[config.mk]
export PLATFORM = sky130hd
export DESIGN_NAME = core_dmem_arbiter
export DESIGN_NICKNAME = d
export VERILOG_FILES = /design/src/rtl/core_dmem_arbiter.sv
export SDC_FILE = /design/constraint.sdc
export NUM_CORES = 1
export LEC_CHECK = 0
export ABC_CLOCK_PERIOD_IN_PS = 2900
export CAP_MARGIN = 20
export CORE_UTILIZATION = 36
export DETAILED_ROUTE_END_ITERATION = 16
export GPL_ROUTABILITY_DRIVEN = 0
export GPL_TIMING_DRIVEN = 0
export PLACE_DENSITY = 0.89
export SLEW_MARGIN = 5
export SYNTH_ARGS = -nofsm -noshare
export SYNTH_HDL_FRONTEND = slang
export SYNTH_SLANG_ARGS = --single-unit
[constraint.sdc]
create_clock -name clk -period 2.9 [get_ports clk]
set_input_delay 0.58 -clock clk [delete_from_list [all_inputs] [get_ports clk]]
set_output_delay 0.58 -clock clk [all_outputs]
set_load 0.02 [all_outputs]
[src/rtl/core_dmem_arbiter.sv]
// core_dmem_arbiter: shares one single-port synchronous data RAM among CORE_COUNT cores.
// One access takes three cycles: IDLE (arbitrate and latch), ISSUE (drive RAM), RESP (ack and read data).
// Build macro FIXED_PRIORITY_EN: the lowest-index requester always wins and the rotating pointer is removed.
module core_dmem_arbiter #(
  parameter int REG_WIDTH  = 12,
  parameter int ADDR_WIDTH = 8,
  parameter int CORE_COUNT = 4
) (
  input  logic                             clk,
  input  logic                             rst,
  input  logic [CORE_COUNT-1:0]            coreReq,
  input  logic [CORE_COUNT-1:0]            coreWrEn,
  input  logic [ADDR_WIDTH*CORE_COUNT-1:0] coreAddr,
  input  logic [REG_WIDTH*CORE_COUNT-1:0]  coreWrData,
  output logic [CORE_COUNT-1:0]            coreAck,
  output logic [REG_WIDTH-1:0]             coreRdData,
  output logic                             memEn,
  output logic                             memWrEn,
  output logic [ADDR_WIDTH-1:0]            memAddr,
  output logic [REG_WIDTH-1:0]             memWrData,
  input  logic [REG_WIDTH-1:0]             memRdData,
  output logic                             busy
);

  localparam int IDX_W = (CORE_COUNT > 1) ? $clog2(CORE_COUNT) : 1;

  typedef enum logic [1:0] {
    IDLE  = 2'd0,
    ISSUE = 2'd1,
    RESP  = 2'd2
  } state_t;

  state_t                  state;
  state_t                  state_nxt;
  logic [IDX_W-1:0]        grant;
  logic [IDX_W-1:0]        winner;
  logic                    found;
  logic [ADDR_WIDTH-1:0]   sel_addr;
  logic [REG_WIDTH-1:0]    sel_data;
  logic                    sel_we;
`ifndef FIXED_PRIORITY_EN
  logic [IDX_W-1:0]        ptr;
`endif

  // Pick the first requesting core, starting at the pointer (or at core 0 in fixed priority)
  always_comb begin
`ifndef FIXED_PRIORITY_EN
    logic [IDX_W:0] idx;
    idx = '0;
`endif
    found  = 1'b0;
    winner = '0;
    for (int k = 0; k < CORE_COUNT; k++) begin
`ifdef FIXED_PRIORITY_EN
      if (!found && coreReq[k]) begin
        found  = 1'b1;
        winner = IDX_W'(k);
      end
`else
      // Explicit wrap keeps the search inside 0..CORE_COUNT-1 for any core count
      idx = {1'b0, ptr} + (IDX_W+1)'(k);
      if (idx >= (IDX_W+1)'(CORE_COUNT)) idx = idx - (IDX_W+1)'(CORE_COUNT);
      if (!found && coreReq[idx[IDX_W-1:0]]) begin
        found  = 1'b1;
        winner = idx[IDX_W-1:0];
      end
`endif
    end
  end

  // Route the winner's payload toward the latch registers
  always_comb begin
    sel_addr = '0;
    sel_data = '0;
    sel_we   = 1'b0;
    for (int k = 0; k < CORE_COUNT; k++) begin
      if (winner == IDX_W'(k)) begin
        sel_addr = coreAddr[ADDR_WIDTH*k +: ADDR_WIDTH];
        sel_data = coreWrData[REG_WIDTH*k +: REG_WIDTH];
        sel_we   = coreWrEn[k];
      end
    end
  end

  // Next-state: one access walks IDLE -> ISSUE -> RESP -> IDLE
  always_comb begin
    state_nxt = state;
    case (state)
      IDLE:    if (found) state_nxt = ISSUE;
      ISSUE:   state_nxt = RESP;
      RESP:    state_nxt = IDLE;
      default: state_nxt = IDLE;
    endcase
  end

  // State register; reset aborts any in-flight access
  always_ff @(posedge clk or posedge rst) begin
    if (rst) state <= IDLE;
    else     state <= state_nxt;
  end

  // Latch the grant and drive the memory port as registered outputs during ISSUE
  always_ff @(posedge clk or posedge rst) begin
    if (rst) begin
      grant     <= '0;
      memEn     <= 1'b0;
      memWrEn   <= 1'b0;
      memAddr   <= '0;
      memWrData <= '0;
`ifndef FIXED_PRIORITY_EN
      ptr       <= '0;
`endif
    end else begin
      case (state)
        IDLE: begin
          if (found) begin
            grant     <= winner;
            memEn     <= 1'b1;
            memWrEn   <= sel_we;
            memAddr   <= sel_addr;
            memWrData <= sel_data;
`ifndef FIXED_PRIORITY_EN
            ptr       <= (winner == IDX_W'(CORE_COUNT-1)) ? '0 : winner + 1'b1;
`endif
          end
        end
        ISSUE: begin
          memEn   <= 1'b0;
          memWrEn <= 1'b0;
        end
        default: begin
          memEn   <= 1'b0;
          memWrEn <= 1'b0;
        end
      endcase
    end
  end

  // Response side: one-hot ack and read-data pass-through only in RESP
  always_comb begin
    coreAck    = '0;
    coreRdData = '0;
    busy       = (state != IDLE);
    if (state == RESP) begin
      coreRdData = memRdData;
      for (int k = 0; k < CORE_COUNT; k++) begin
        coreAck[k] = (grant == IDX_W'(k));
      end
    end
  end

endmodule
==> impl_metrics.ini <==
[setup_path]
critPathKind = primary input to register
rr_worst_depth = 8
worstPathArrival_ns = 2.94
endpoint_kind = register
worstPathRequired_ns = 3.10
cp-start-kind = primary input
cp_max_fo = 10

[global_routing]
track_usage = 0.235
grt_pass1_vias = 2450
globalRoute.totalOverflow = 0
grt_first_pass_wirelength_um = 11400
antenna_found_initial = 0
grt_max_degree = 28

[drt]
drc = 0
ant_nets = 0
routed_wl_um = 7330
drt_first_iter_violations = 101
first_pass_iters = 4
wl_per_cell_um = 15.5
dr_total_vias = 2489
vias_per_cell = 5.27

[clock_network]
cts_sinks = 27
cts_root_buf = clkbuf_8
cts_max_level = 1
clock_latency_ns = 0.28
path_clk_slew_ns = 0.10
numCtsBuffers = 3
cts_hold_buf = 0
clockBufferDepth = 2
cts_tree = done

[logic_synthesis]
synth_compound_area_frac = 0.334
synth_seq_area_share = 0.321
synth_edf_count = 0
synth-simple-area-share = 0.220
synth_xor_area_frac = 0
ys_ff_latch = 27
yosysUniqueCellTypes = 34
synth-async-reset-ratio = 1.00
netlist_instances = 254
synth_nets = 360
syn_area_per_cell_sq_um = 8.30
synth_top_family_by_area = compound AO/OA/AOI/OAI gates
ys.flop_type = dfrtp_1
syn_area_sq_um = 2110
synthMuxAreaShare = 0.00534
yosys.area_share.adder = 0.0238
yosysWarnings = 0

[job]
cap_violations = 0

[final_layout]
multi_input_area_sq_um = 1250
fillCellCount = 458
post_layout_nonfiller_instances = 472
regArea_sq_um = 676
finalNetCount = 507
antennaDiodeCount = 0
syn_to_final_growth_pct = 76.5
drive_above_1_share = 0.133
final_util = 0.667

[floorplanning]
io_pins = 141
placementRows = 27
core-area_sq_um = 5570
dieArea_sq_um = 6160
chipHeight_um = 78.5
initial_core_util = 0.378
fp.dieW_um = 78.5

[min_path]
holdPathStages = 1
min_path_type = register to register

[sta]
slew_headroom = 0.609
fmax_mhz = 366
hold_viol_final = 0
hold_slack_ns = 0.447
period_share = 0.943
rsz0062_at_grt = no
worst_slew_pin_slew_ns = 0.585
period_needed_ns = 2.73
setup_slack_ns = 0.167
slew_violations = 0
skew_ns = 0.00782
setup_violations = 0

[pwr]
power.total_mw = 3.37
p_leak_nw = 1.48
powerDensity_nw_per_um2 = 905
vdd_drop_max_uv = 434

[placement]
dp_hpwl_um = 5750
preCtsSetupSlack_ns = -0.530
io_buffers = 140
place_inst = 466

[run_status]
outcome = finished clean
where the power goes:
part / switching (mW) / internal [mW] / leakage (nW) / total (mW)
clock: 0.120 / 0.0965 / 0.0255 / 0.217
sequential: 0.154 / 0.580 / 0.315 / 0.733
combinational: 1.27 / 1.15 / 1.14 / 2.42
worst max-delay path, stage by stage:
cell	delay [ns]
dlygate4sd2_1	0.31
or4_1	0.54
buf_2	0.18
buf_6	0.16
nand4_1	0.11
ha_1	0.22
clkbuf_4	0.22
nand3b_1	0.09
a221o_1	0.33
a31oi_1	0.19
worst paths after layout:
kind | start | endpoint | slack (ns)
worst max-delay path | coreReq[1] | memWrData[11]$_DFFE_PP0P_ | 0.17
worst min-delay path | state[1]$_DFFE_PP0P_ | state[1]$_DFFE_PP0P_ | 0.45
worst max register to register | ptr[1]$_DFFE_PP0P_ | memWrData[11]$_DFFE_PP0P_ | 0.52
worst min register to register | state[1]$_DFFE_PP0P_ | state[1]$_DFFE_PP0P_ | 0.45
max in group asynchronous | rst | grant[0]$_DFFE_PP0P_ | 1.75
min in group asynchronous | rst | memWrData[8]$_DFFE_PP0P_ | 0.65
through the flow:
step	setup TNS (ns)	instance area, sq um
after global routing	0	3720
after floorplan	0	2110
after detailed placement	-10.32	3600
after CTS	0	3670
after global placement	-9.49	3600
final	0	3720
repair_timing:
item,in CTS,in global routing
gates resized for setup,17,10
setup endpoints to repair,21,21
endpoints found under the hold margin,0,0
pin swaps,0,1
buffers inserted,1,1
placed cells by master, fill, tap and decap left out, types with 2 or more instances in the layout:
master | Yosys | final
dfrtp_1 | 27 | 27
buf_4 | 0 | 4
nor2b_1 | 4 | 4
clkbuf_8 | 0 | 3
buf_6 | 2 | 2
and2_1 | 12 | 12
ha_2 | 0 | 2
clkbuf_2 | 0 | 9
o21ai_0 | 4 | 4
a31oi_1 | 21 | 21
a221o_1 | 21 | 21
nor4_4 | 1 | 2
nor3b_1 | 2 | 2
nand3b_1 | 21 | 21
nor2_1 | 4 | 4
clkbuf_4 | 0 | 2
buf_2 | 6 | 4
nand2b_1 | 2 | 2
a21oi_2 | 19 | 19
inv_1 | 24 | 24
clkbuf_1 | 16 | 4
dlygate4sd2_1 | 0 | 3
clkdlybuf4s50_1 | 0 | 136
nand2_1 | 22 | 22
a21oi_1 | 27 | 27
ha_1 | 4 | 2
state kept, by name, summed over array words and instances (netlist names):
name,flops
memWrData,12
memAddr,8
grant,2
ptr,2
state,2
memWrEn,1
layout make-up:
type / instances / share of cell area
tap: 72 / 0.0242
multi-input combinational: 179 / 0.337
timing repair buffer: 143 / 0.384
clock buffer: 3 / 0.0111
inverter: 24 / 0.0242
buffer: 23 / 0.0357
sequential: 27 / 0.182
clock inverter: 1 / 0.00135
Yosys cell counts (2+ instances only):
library cell  count  area [sq um]
inv_1            24          90.1
and2_1           12          75.1
a21oi_2          19           166
nor3b_1           2          15.0
nor2_1            4          15.0
a21oi_1          27           135
nand2_1          22          82.6
nor2b_1           4          25.0
dfrtp_1          27           676
ha_1              4          50.1
nand3b_1         21           158
a221o_1          21           210
clkbuf_1         16          60.1
a31oi_1          21           131
o21ai_0           4          20.0
nand2b_1          2          12.5
buf_6             2          22.5
buf_2             6          30.0
logic make-up after synthesis:
kind of cell             Yosys count
AO/OA/AOI/OAI                     97
adder cells (fa/ha/maj)            4
buffers and inverters             48
flip-flops                        27
multiplexers                       1
AND/OR/NAND/NOR                   77
layer usage:
metal	wire length, um	vias up	global-route usage	share of wire
met5	0	-	0	0
met4	145	0	0.0759	0.020
met3	470	11	0.0326	0.064
met2	3590	104	0.412	0.49
met1	3130	1158	0.293	0.43
li1	-	1216	-	-
Power figures use the tool's default switching activity.
